**src/rtl/serial_adder_if.sv**
```systemverilog
// serial_adder_if: handshake and data bundle for the bit-serial adder.
//   start, a, b, cin : request side, driven by the master
//   busy, done       : status, driven by the adder
//   sum, cout        : registered result, driven by the adder
interface serial_adder_if #(
  parameter int WIDTH = 8
) ();

  logic             start;
  logic [WIDTH-1:0] a;
  logic [WIDTH-1:0] b;
  logic             cin;
  logic             busy;
  logic             done;
  logic [WIDTH-1:0] sum;
  logic             cout;

  // Requester view: issues operands, observes status and result
  modport master (
    output start, a, b, cin,
    input  busy, done, sum, cout
  );

  // Adder view: receives operands, returns status and result
  modport slave (
    input  start, a, b, cin,
    output busy, done, sum, cout
  );

endinterface

```
**src/rtl/serial_adder.sv**
```systemverilog
// serial_adder: bit-serial adder, one full-adder cell plus a carry flop.
// Captures a, b and cin on an accepted start, adds LSB-first one bit per
// clock, then updates sum/cout and pulses done for one cycle.
// Ports:
//   clk  - rising-edge clock
//   rst  - synchronous active-high reset
//   bus  - serial_adder_if.slave (start/a/b/cin in, busy/done/sum/cout out)
module serial_adder #(
  parameter int WIDTH = 8
) (
  input  logic                 clk,
  input  logic                 rst,
  serial_adder_if.slave        bus
);

  localparam int CW = $clog2(WIDTH + 1);

  typedef enum logic [1:0] {
    IDLE = 2'd0,
    RUN  = 2'd1,
    DONE = 2'd2
  } state_t;

  state_t           state_r;
  logic [WIDTH-1:0] a_sh_r;
  logic [WIDTH-1:0] b_sh_r;
  logic [WIDTH-1:0] psum_r;
  logic             carry_r;
  logic [CW-1:0]    cnt_r;
  logic             busy_r;
  logic             done_r;
  logic [WIDTH-1:0] sum_r;
  logic             cout_r;

  logic             bit_s;
  logic             carry_nxt_s;
  logic [WIDTH-1:0] psum_nxt_s;

  function automatic logic maj3(input logic x, input logic y, input logic z);
    return (x & y) | (x & z) | (y & z);
  endfunction

  // Full-adder cell on the current LSBs; new bit enters the partial sum at the MSB
  always_comb begin
    bit_s       = a_sh_r[0] ^ b_sh_r[0] ^ carry_r;
    carry_nxt_s = maj3(a_sh_r[0], b_sh_r[0], carry_r);
    psum_nxt_s  = psum_r >> 1'b1;
    psum_nxt_s[WIDTH-1] = bit_s;
  end

  // Control FSM and datapath registers; outputs are all registered
  always_ff @(posedge clk) begin
    if (rst) begin
      state_r <= IDLE;
      a_sh_r  <= '0;
      b_sh_r  <= '0;
      psum_r  <= '0;
      carry_r <= 1'b0;
      cnt_r   <= '0;
      busy_r  <= 1'b0;
      done_r  <= 1'b0;
      sum_r   <= '0;
      cout_r  <= 1'b0;
    end else begin
      case (state_r)
        IDLE, DONE: begin
          done_r <= 1'b0;
          if (bus.start) begin
            a_sh_r  <= bus.a;
            b_sh_r  <= bus.b;
            carry_r <= bus.cin;
            cnt_r   <= '0;
            psum_r  <= '0;
            busy_r  <= 1'b1;
            state_r <= RUN;
          end else begin
            busy_r  <= 1'b0;
            state_r <= IDLE;
          end
        end
        RUN: begin
          carry_r <= carry_nxt_s;
          a_sh_r  <= a_sh_r >> 1'b1;
          b_sh_r  <= b_sh_r >> 1'b1;
          psum_r  <= psum_nxt_s;
          cnt_r   <= cnt_r + CW'(1);
          if (cnt_r == CW'(WIDTH - 1)) begin
            // Final bit: publish the completed result together with done
            sum_r   <= psum_nxt_s;
            cout_r  <= carry_nxt_s;
            busy_r  <= 1'b0;
            done_r  <= 1'b1;
            state_r <= DONE;
          end else begin
            busy_r  <= 1'b1;
            done_r  <= 1'b0;
            state_r <= RUN;
          end
        end
        default: begin
          busy_r  <= 1'b0;
          done_r  <= 1'b0;
          state_r <= IDLE;
        end
      endcase
    end
  end

  assign bus.busy = busy_r;
  assign bus.done = done_r;
  assign bus.sum  = sum_r;
  assign bus.cout = cout_r;

endmodule

```
**src/flat_wrapper.sv**
```systemverilog
// flat-port wrapper written by rule: the top's interface ports become plain ports
module serial_adder_flat 
#(
  parameter int WIDTH = 8
)
  (clk, rst, bus_start, bus_a, bus_b, bus_cin, bus_busy, bus_done, bus_sum, bus_cout);
  serial_adder_if #(.WIDTH(WIDTH)) bus_i ();
  input  logic clk;
  input  logic rst;
  input wire logic [$bits(bus_i.start)-1:0] bus_start;
  input wire logic [$bits(bus_i.a)-1:0] bus_a;
  input wire logic [$bits(bus_i.b)-1:0] bus_b;
  input wire logic [$bits(bus_i.cin)-1:0] bus_cin;
  output wire logic [$bits(bus_i.busy)-1:0] bus_busy;
  output wire logic [$bits(bus_i.done)-1:0] bus_done;
  output wire logic [$bits(bus_i.sum)-1:0] bus_sum;
  output wire logic [$bits(bus_i.cout)-1:0] bus_cout;
  assign bus_i.start = bus_start;
  assign bus_i.a = bus_a;
  assign bus_i.b = bus_b;
  assign bus_i.cin = bus_cin;
  assign bus_busy = bus_i.busy;
  assign bus_done = bus_i.done;
  assign bus_sum = bus_i.sum;
  assign bus_cout = bus_i.cout;
  serial_adder #(.WIDTH(WIDTH)) u_core (.clk(clk), .rst(rst), .bus(bus_i));
endmodule
```
**config.mk**
```make
export PLATFORM = sky130hd
export DESIGN_NAME = serial_adder_flat
export DESIGN_NICKNAME = d
export VERILOG_FILES = /design/src/rtl/serial_adder_if.sv /design/src/rtl/serial_adder.sv /design/src/flat_wrapper.sv
export SDC_FILE = /design/constraint.sdc
export NUM_CORES = 1
export LEC_CHECK = 0
export ABC_CLOCK_PERIOD_IN_PS = 2500
export BUFFER_PORTS_ARGS = -buffer_cell sky130_fd_sc_hd__buf_4
export CORE_UTILIZATION = 42
export DETAILED_ROUTE_END_ITERATION = 8
export PLACE_DENSITY = 0.71
export REMOVE_ABC_BUFFERS = 1
export SYNTH_ARGS = -nofsm -noshare
export SYNTH_HDL_FRONTEND = slang
export SYNTH_SLANG_ARGS = --single-unit
```
**constraint.sdc**
```tcl
create_clock -name clk -period 2.5 [get_ports clk]
set_input_delay 0.25 -clock clk [delete_from_list [all_inputs] [get_ports clk]]
set_output_delay 0.25 -clock clk [all_outputs]
set_load 0.05 [all_outputs]
```
==> impl_summary.log, run 1 <==
[metrics] result of the run: finished, final reports clean
[metrics] crit path max-delay cell type: sky130_fd_sc_hd__and2b_1
[metrics] share of layout cells above drive strength 1: 22.9%
[metrics] leading post-synthesis cells by cell area: sky130_fd_sc_hd__dfxtp_1 (47%), sky130_fd_sc_hd__a21oi_1 (8.2%), sky130_fd_sc_hd__nand2b_1 (7.7%), sky130_fd_sc_hd__nand3_1 (7.6%), sky130_fd_sc_hd__a22oi_1 (6.6%)
[metrics] crit path from: u_core.state_r[0]
[metrics] critical path capture point type: flip-flop
[metrics] via count of the first global-routing pass: 1272
[metrics] tightest slew margin relative to the limit: 51.2%
[metrics] number of clock buffers inserted by TritonCTS: 5
[metrics] worst-case setup slack after placement: 0.966 ns
[metrics] max-slew violations: 0
[metrics] path depth of the worst reg2reg path: 4
[metrics] Req. time, crit path: 2.72 ns
[metrics] FF-to-FF setup slack: 0.95 ns
[metrics] HP Class: in -> reg
[metrics] Mean Syn Cell Area: 9.51 um^2
[metrics] crit path to: u_core.a_sh_r[5]
[metrics] power density normalized to cell area: 632 mW/mm^2
[metrics] antenna violations before repair: 0
[metrics] placement row count: 22
[metrics] detailed-route DRC error count: 0
[metrics] wire length after detailed routing: 3.14 mm
[metrics] number of warnings issued by yosys: 0
[metrics] number of enable flip-flop cells after synthesis: 0
[metrics] largest stage delay on the critical path: 0.55 ns
[metrics] antenna diode instance count: 0
[metrics] Cells after DPL: 246
[metrics] initial cell density of the core: 45.4%
[metrics] count of endpoints failing hold in the final timing report: 0
[metrics] number of top-level pins: 31
[metrics] Fin Setup TNS: 0 ns
[metrics] Worst R2R End: u_core.a_sh_r[5]
[metrics] share of async-settable or async-resettable flops after synthesis: 0%
[metrics] first-pass GRT wire length: 5.38 mm
[metrics] Die ar.: 0.00433 mm^2
[metrics] post-layout instance area: 0.00201 mm^2
[metrics] leading register cell type out of synthesis: sky130_fd_sc_hd__dfxtp_1
[metrics] register area share after synthesis: 46.8%
[metrics] most instantiated library cell after synthesis: sky130_fd_sc_hd__dfxtp_1
[metrics] synthesized area: 0.00171 mm^2
[metrics] master cell of the clock root buffer: sky130_fd_sc_hd__clkbuf_8
[metrics] Least-Margin Pin Slew: 0.731 ns
[metrics] Clock Path Buffers: 2
[metrics] remaining number of nets flagged by the antenna check after routing: 0
[metrics] fin nets: 227
[metrics] Congestion Overflow GR: 0
[metrics] Max Cap Viol: 0
[metrics] maximum number of pins on one net before global-route repair: 51
[metrics] count of filler cells inserted in the layout: 363
[metrics] Netlist cell types: 24
[metrics] commonest cells in the netlist: sky130_fd_sc_hd__dfxtp_1 (40), sky130_fd_sc_hd__a21oi_1 (28), sky130_fd_sc_hd__nand3_1 (26)
[metrics] vertical die dimension: 65.8 um
[metrics] placed standard-cell area: 0.00191 mm^2
[metrics] final setup violating endpoints: 0
[metrics] CTS tree: built
[metrics] routability congestion estimate: 0.729
[metrics] average wire length per cell after detail routing: 12.4 um
[metrics] number of buffers added for setup after CTS: 0
[metrics] Mapped Cells: 180
[metrics] maximum level of the CTS H-tree: 2
[metrics] die extent in x: 65.8 um
[metrics] Fmax achieved: 0.646 GHz
[metrics] Via Count: 1335
[metrics] drt pass-1 iters: 4
[metrics] P_leak: 0.761 nW
[metrics] insertion delay to the later sink of the worst-skew pair: 0.29 ns
[metrics] fin crit period: 1.55 ns
[metrics] Total Power Consumption: 1.27 mW
[metrics] largest area contributor in the netlist: sky130_fd_sc_hd__dfxtp_1
[metrics] Final WS setup: 0.952 ns
[metrics] register clock-pin slew on the reported worst setup and hold paths: 0.07 ns
[metrics] number of storage elements in the synthesis netlist: 40
[metrics] area overhead of the layout relative to synthesis: 17.3%
[metrics] RSZ-0062 raised after global routing: false
[metrics] final cycle utilization of the critical path: 61.9%
[metrics] area of the placeable core: 0.00377 mm^2
[metrics] drt initial violations: 91
[metrics] type of the worst setup path: reg -> reg
[metrics] worst supply voltage drop on vdd: 0.000321 V
[metrics] final clock skew: 0.00475 ns
[metrics] Clock Sinks: 40
[metrics] detailed-placement wirelength estimate: 1.98 mm
[metrics] Worst setup SP type: flip-flop
[metrics] cells traversed along the worst timing path: and2b_1 > buf_4 > a22oi_1 > a21oi_1
[metrics] arrival time at the worst endpoint: 1.77 ns
[metrics] Port Buffer Count: 30
[metrics] total routing usage reported by global routing: 16.3%
[metrics] mean number of vias per cell: 5.28
[metrics] Crit Path Max Fanout: 18
[metrics] Synth top area share: 46.8%
[metrics] post-cts hold buffer count: 0
[metrics] number of resized instances in the post-cts repair step: 0
[metrics] final instance count without filler cells: 253
[metrics] Worst R2R Start: u_core.state_r[0]
==> worst max-delay path: cells and delay by family (launching register included) <==
kind | cells | cell delay (ns)
and+or+nand+nor | 1 | 0.55
DFF | 1 | 0.37
buffers and inverters | 1 | 0.28
AOI/OAI and AO/OA | 2 | 0.26
==> registers in the layout, summed over array words and instances, names as in the netlist <==
signal,flops
u_core.bus.done,1
u_core.bus.cout,1
u_core.bus.sum,8
u_core.a_sh_r,8
u_core.carry_r,1
u_core.state_r,2
u_core.psum_r,7
u_core.b_sh_r,8
u_core.cnt_r,4
==> routing by layer <==
metal | vias to the layer above | global-route usage (%) | share of wire [%]
li1 | 683 | - | -
met1 | 603 | 21.0 | 50
met2 | 41 | 24.5 | 43
met3 | 8 | 4.48 | 5.4
met4 | 0 | 8.97 | 2.0
met5 | - | 0 | 0
==> metrics by stage <==
step | utilization (%) | hold WS [ns]
after floorplan | - | 0.315
after global placement | 50.7 | 0.455
after detailed placement | 50.7 | 0.462
after CTS | 53.3 | 0.197
after global routing | 53.3 | 0.220
final | 53.3 | 0.204
==> cells in the final DEF, fill, tap and decap left out, types with 2 or more instances in the layout <==
master / instances
sky130_fd_sc_hd__dfxtp_1: 40
sky130_fd_sc_hd__buf_4: 34
sky130_fd_sc_hd__a21oi_1: 28
sky130_fd_sc_hd__nand3_1: 26
sky130_fd_sc_hd__nand2b_1: 21
sky130_fd_sc_hd__a22oi_1: 15
sky130_fd_sc_hd__nand2_1: 10
sky130_fd_sc_hd__mux2i_1: 9
sky130_fd_sc_hd__clkbuf_8: 7
sky130_fd_sc_hd__nor3_1: 2
sky130_fd_sc_hd__nor2_1: 2
==> layout make-up <==
type	instances	area [um^2]	share of cell area, %
Timing Repair Buffer	34	255	12.7
Clock buffer	7	96.3	4.80
Sequential cell	40	801	39.9
Tap cell	48	60.1	2.99
Multi-Input combinational cell	124	796	39.6
==> logic make-up (layout without fill, tap and decap cells) <==
kind of cell,Yosys count,after routing,synth area share [%]
fa+ha+maj,2,2,1.90
mux,11,11,6.80
buf+inv,16,41,6.72
compound gates,44,44,15.5
flops,40,40,46.8
simple gates,67,67,22.3
==> where the power goes <==
part	switching [mW]	total, mW	internal [mW]
Combinational	0.0812	0.140	0.0586
Sequential	0.0140	0.674	0.660
Clock	0.209	0.454	0.246
==> how the worst min path moves through the flow <==
stage                           startpoint          endpoint  slack [ns]  cells after the start
after floorplan                        rst   u_core.cnt_r[2]        0.31                      1
after global placement    u_core.psum_r[1]  u_core.psum_r[1]        0.46                      2
after detailed placement  u_core.b_sh_r[3]  u_core.b_sh_r[3]        0.46                      2
after CTS                         bus_b[7]  u_core.b_sh_r[7]        0.20                      3
after global routing              bus_b[7]  u_core.b_sh_r[7]        0.22                      3
final                             bus_b[7]  u_core.b_sh_r[7]        0.20                      3
No activity file was read; power rests on OpenSTA's default activity.
==> run 2, diff against run 1 <==
ABC_AREA = 1   (was not set)
ABC_CLOCK_PERIOD_IN_PS = 1500   (was 2500)
PLACE_DENSITY = 0.7   (was 0.71)
clock period = 1.5 ns   (was 2.5 ns; I/O delays follow)
==> run 2 against run 1 <==
Against the previous run:
- critical path depth down 2
- routed wire length up 19%
- global-route usage up 0.19 points
- total power up 64%
- critical path type is now reg -> out
==> impl_summary.log, run 2 <==
[metrics] count of endpoints failing hold in the final timing report: 0 (unchanged)
[metrics] register area share after synthesis: 41.9% (-4.8 points)
[metrics] number of warnings issued by yosys: 0 (unchanged)
[metrics] vertical die dimension: 69.4 um (+5.4%)
[metrics] post-cts hold buffer count: 0 (unchanged)
[metrics] count of filler cells inserted in the layout: 447 (+23%)
[metrics] fraction of synthesized area in multiplexers: 0% (-6.8 points)
[metrics] Mean Syn Cell Area: 7.86 um^2 (-17%)
[metrics] result of the run: finished, final reports clean
[metrics] number of clock buffers inserted by TritonCTS: 5 (unchanged)
[metrics] most instantiated library cell after synthesis: sky130_fd_sc_hd__nand3_1
[metrics] register clock-pin slew on the reported worst setup and hold paths: 0.07 ns (about the same)
[metrics] drt pass-1 iters: 4 (unchanged)
[metrics] Via Count: 1615 (+21%)
[metrics] Fin Setup TNS: 0 ns (unchanged)
[metrics] placement row count: 24 (+9.1%)
[metrics] tightest slew margin relative to the limit: 76.3% (+25 points)
[metrics] crit path from: u_core.state_r[0]
[metrics] number of enable flip-flop cells after synthesis: 0 (unchanged)
[metrics] average wire length per cell after detail routing: 11.6 um (-6.5%)
[metrics] fin nets: 291 (+28%)
[metrics] Netlist cell types: 23 (-4.2%)
[metrics] share of async-settable or async-resettable flops after synthesis: 0% (unchanged)
[metrics] wire length after detailed routing: 3.72 mm (+19%)
[metrics] number of resized instances in the post-cts repair step: 0 (unchanged)
[metrics] number of buffers added for setup after CTS: 0 (unchanged)
[metrics] compound-gate portion of the synthesized area: 9.83% (-5.7 points)
[metrics] die extent in x: 69.4 um (+5.4%)
[metrics] mean number of vias per cell: 5.03 (-4.7%)
[metrics] fin crit period: 1.37 ns
[metrics] maximum number of pins on one net before global-route repair: 29 (-43%)
[metrics] area overhead of the layout relative to synthesis: 15.3%
[metrics] Worst setup SP type: flip-flop
[metrics] Final WS setup: 0.126 ns (-0.827 ns)
[metrics] drt initial violations: 83 (-8.8%)
[metrics] Die ar.: 0.00482 mm^2 (+11%)
[metrics] worst-case setup slack after placement: 0.197 ns (-0.769 ns)
[metrics] CTS tree: built
[metrics] maximum level of the CTS H-tree: 2 (unchanged)
[metrics] final cycle utilization of the critical path: 91.6%
[metrics] Congestion Overflow GR: 0 (unchanged)
[metrics] synthesized area: 0.00191 mm^2 (+12%)
[metrics] master cell of the clock root buffer: sky130_fd_sc_hd__clkbuf_8
[metrics] Cells after DPL: 314 (+28%)
[metrics] antenna diode instance count: 0 (unchanged)
[metrics] final instance count without filler cells: 321 (+27%)
[metrics] Adder-Cell Fraction of Synth Area: 1.70% (-0.20 points)
[metrics] global-route layer with the greatest usage: met2
[metrics] detailed-route DRC error count: 0 (unchanged)
[metrics] final setup violating endpoints: 0 (unchanged)
[metrics] Fmax achieved: 0.728 GHz
[metrics] startpoint of the tightest hold check path: bus_a[7]
[metrics] total routing usage reported by global routing: 16.5% (+0.19 points)
[metrics] most frequent standard cell in the layout excluding fill and tap cells: sky130_fd_sc_hd__nand3_1
[metrics] first-pass GRT wire length: 6.42 mm (+19%)
[metrics] Worst R2R Start: u_core.state_r[0]
[metrics] main combinational cell family by area after synthesis: simple AND/OR/NAND/NOR gates
[metrics] Mapped Cells: 243 (+35%)
[metrics] type of the worst setup path: reg -> out
[metrics] Max Cap Viol: 0 (unchanged)
[metrics] power density normalized to cell area: 946 mW/mm^2 (+50%)
[metrics] max-slew violations: 0 (unchanged)
[metrics] share of layout cells above drive strength 1: 25.7% (+2.7 points)
[metrics] Clock Sinks: 40 (unchanged)
[metrics] simple logic cell fraction of the synthesized area: 35.1% (+13 points)
[metrics] commonest cells after routing, fill and taps aside: sky130_fd_sc_hd__nand3_1 (67), sky130_fd_sc_hd__dfxtp_1 (40), sky130_fd_sc_hd__nand2_1 (39)
[metrics] detailed-placement wirelength estimate: 2.52 mm (+27%)
[metrics] Clock Path Buffers: 2 (unchanged)
[metrics] critical path capture point type: output pin
[metrics] commonest cells in the netlist: sky130_fd_sc_hd__nand3_1 (67), sky130_fd_sc_hd__dfxtp_1 (40), sky130_fd_sc_hd__nand2_1 (39)
[metrics] antenna violations before repair: 0 (unchanged)
[metrics] number of storage elements in the synthesis netlist: 40 (unchanged)
[metrics] largest area contributor in the netlist: sky130_fd_sc_hd__dfxtp_1
[metrics] via count of the first global-routing pass: 1424 (+12%)
[metrics] remaining number of nets flagged by the antenna check after routing: 0 (unchanged)
[metrics] arrival time at the worst endpoint: 1.22 ns (-0.55 ns)
[metrics] fraction of synthesized cell area in xor and xnor cells: 0% (unchanged)
[metrics] initial cell density of the core: 43.9% (-1.5 points)
[metrics] Crit Path Max Fanout: 12 (-6)
[metrics] global routing met1 resource utilization: 21.5% (+0.47 points)
[metrics] P_leak: 0.926 nW (+22%)
[metrics] met3 layer usage reported by global route: 4.80% (+0.31 points)
[metrics] area of the placeable core: 0.00435 mm^2 (+15%)
[metrics] leading register cell type out of synthesis: sky130_fd_sc_hd__dfxtp_1
[metrics] insertion delay to the later sink of the worst-skew pair: 0.29 ns (about the same)
[metrics] RSZ-0062 raised after global routing: false
[metrics] HP Class: in -> reg
[metrics] routability congestion estimate: 0.809 (+11%)
[metrics] worst supply voltage drop on vdd: 0.000346 V (+7.8%)
[metrics] leading post-synthesis cells by cell area: sky130_fd_sc_hd__dfxtp_1 (42%), sky130_fd_sc_hd__nand3_1 (18%), sky130_fd_sc_hd__nand2_1 (7.7%), sky130_fd_sc_hd__a21oi_1 (4.7%), sky130_fd_sc_hd__nand3_2 (4.7%)
[metrics] M2 GR Usage: 26.3% (+1.8 points)
[metrics] Synth top area share: 41.9% (-4.8 points)
[metrics] Req. time, crit path: 1.35 ns (-1.37 ns)
[metrics] final clock skew: 0.00143 ns (-0.00332 ns)
[metrics] number of top-level pins: 31 (unchanged)
[metrics] Least-Margin Pin Slew: 0.356 ns (-0.375 ns)
[metrics] Port Buffer Count: 30 (unchanged)
[run 2: cell types whose count changed after synthesis, moves of 10 or more]
cell | previous run | this run
sky130_fd_sc_hd__nand3_1 | 26 | 67
sky130_fd_sc_hd__nand2_1 | 10 | 39
sky130_fd_sc_hd__nand2b_1 | 21 | 0
sky130_fd_sc_hd__inv_1 | 0 | 20
sky130_fd_sc_hd__a22oi_1 | 15 | 0
sky130_fd_sc_hd__a21oi_1 | 28 | 18
sky130_fd_sc_hd__a21oi_2 | 0 | 10
[run 2: critical path, cell delays in order (launching register included)]
cell and delay (ns):
sky130_fd_sc_hd__dfxtp_1 0.47, sky130_fd_sc_hd__buf_4 0.24, sky130_fd_sc_hd__buf_4 0.22
[run 2: kinds of logic (layout without fill, tap and decap cells)]
| kind of cell | count (synthesis) | in the layout |
|---|---|---|
| simple gates | 132 | 132 |
| compound gates | 30 | 30 |
| fa+ha+maj | 2 | 2 |
| flops | 40 | 40 |
| buf+inv | 39 | 65 |
[run 2: area by class of cell]
type | instances | area (um^2) | area share (%)
multi-input cells | 164 | 891 | 40.5
flip-flops and latches | 40 | 801 | 36.4
repair buffers | 36 | 283 | 12.8
inverters | 22 | 85.1 | 3.86
clock buffers | 6 | 72.6 | 3.30
well taps | 52 | 65.1 | 2.95
clock inverters | 1 | 5.00 | 0.227
[run 2: per-stage QoR]
step / hold WS [ns] / utilization [%] / power (mW) / instance area (um^2)
final: 0.128 / 50.6 / 2.08 / 2200
after global routing: 0.134 / 50.6 / 2.19 / 2200
after CTS: 0.122 / 50.6 / 2.11 / 2200
after detailed placement: 0.433 / 48.8 / 1.45 / 2120
after global placement: 0.431 / 48.8 / 1.44 / 2120
after floorplan: 0.212 / - / 1.32 / 1780
[run 2: per-layer routing]
| metal | share of wire (%) | wire, um |
|---|---|---|
| met1 | 48 | 1790 |
| met2 | 45 | 1670 |
| met3 | 5.5 | 205 |
| met4 | 1.5 | 55 |
| met5 | 0 | 0 |
[run 2: path summary, 6_finish.rpt]
check / cells past startpoint / to / slack (ns)
min reg2reg: 2 / u_core.bus.sum[4] / 0.47
min: 3 / u_core.a_sh_r[7] / 0.13
max reg2reg: 5 / u_core.bus.sum[5] / 0.18
max: 2 / bus_busy / 0.13
[run 2: power by group]
part	internal (mW)	switching, mW	leakage (nW)
clock	0.316	0.348	0.0410
sequential	1.10	0.0297	0.326
combinational	0.116	0.173	0.559
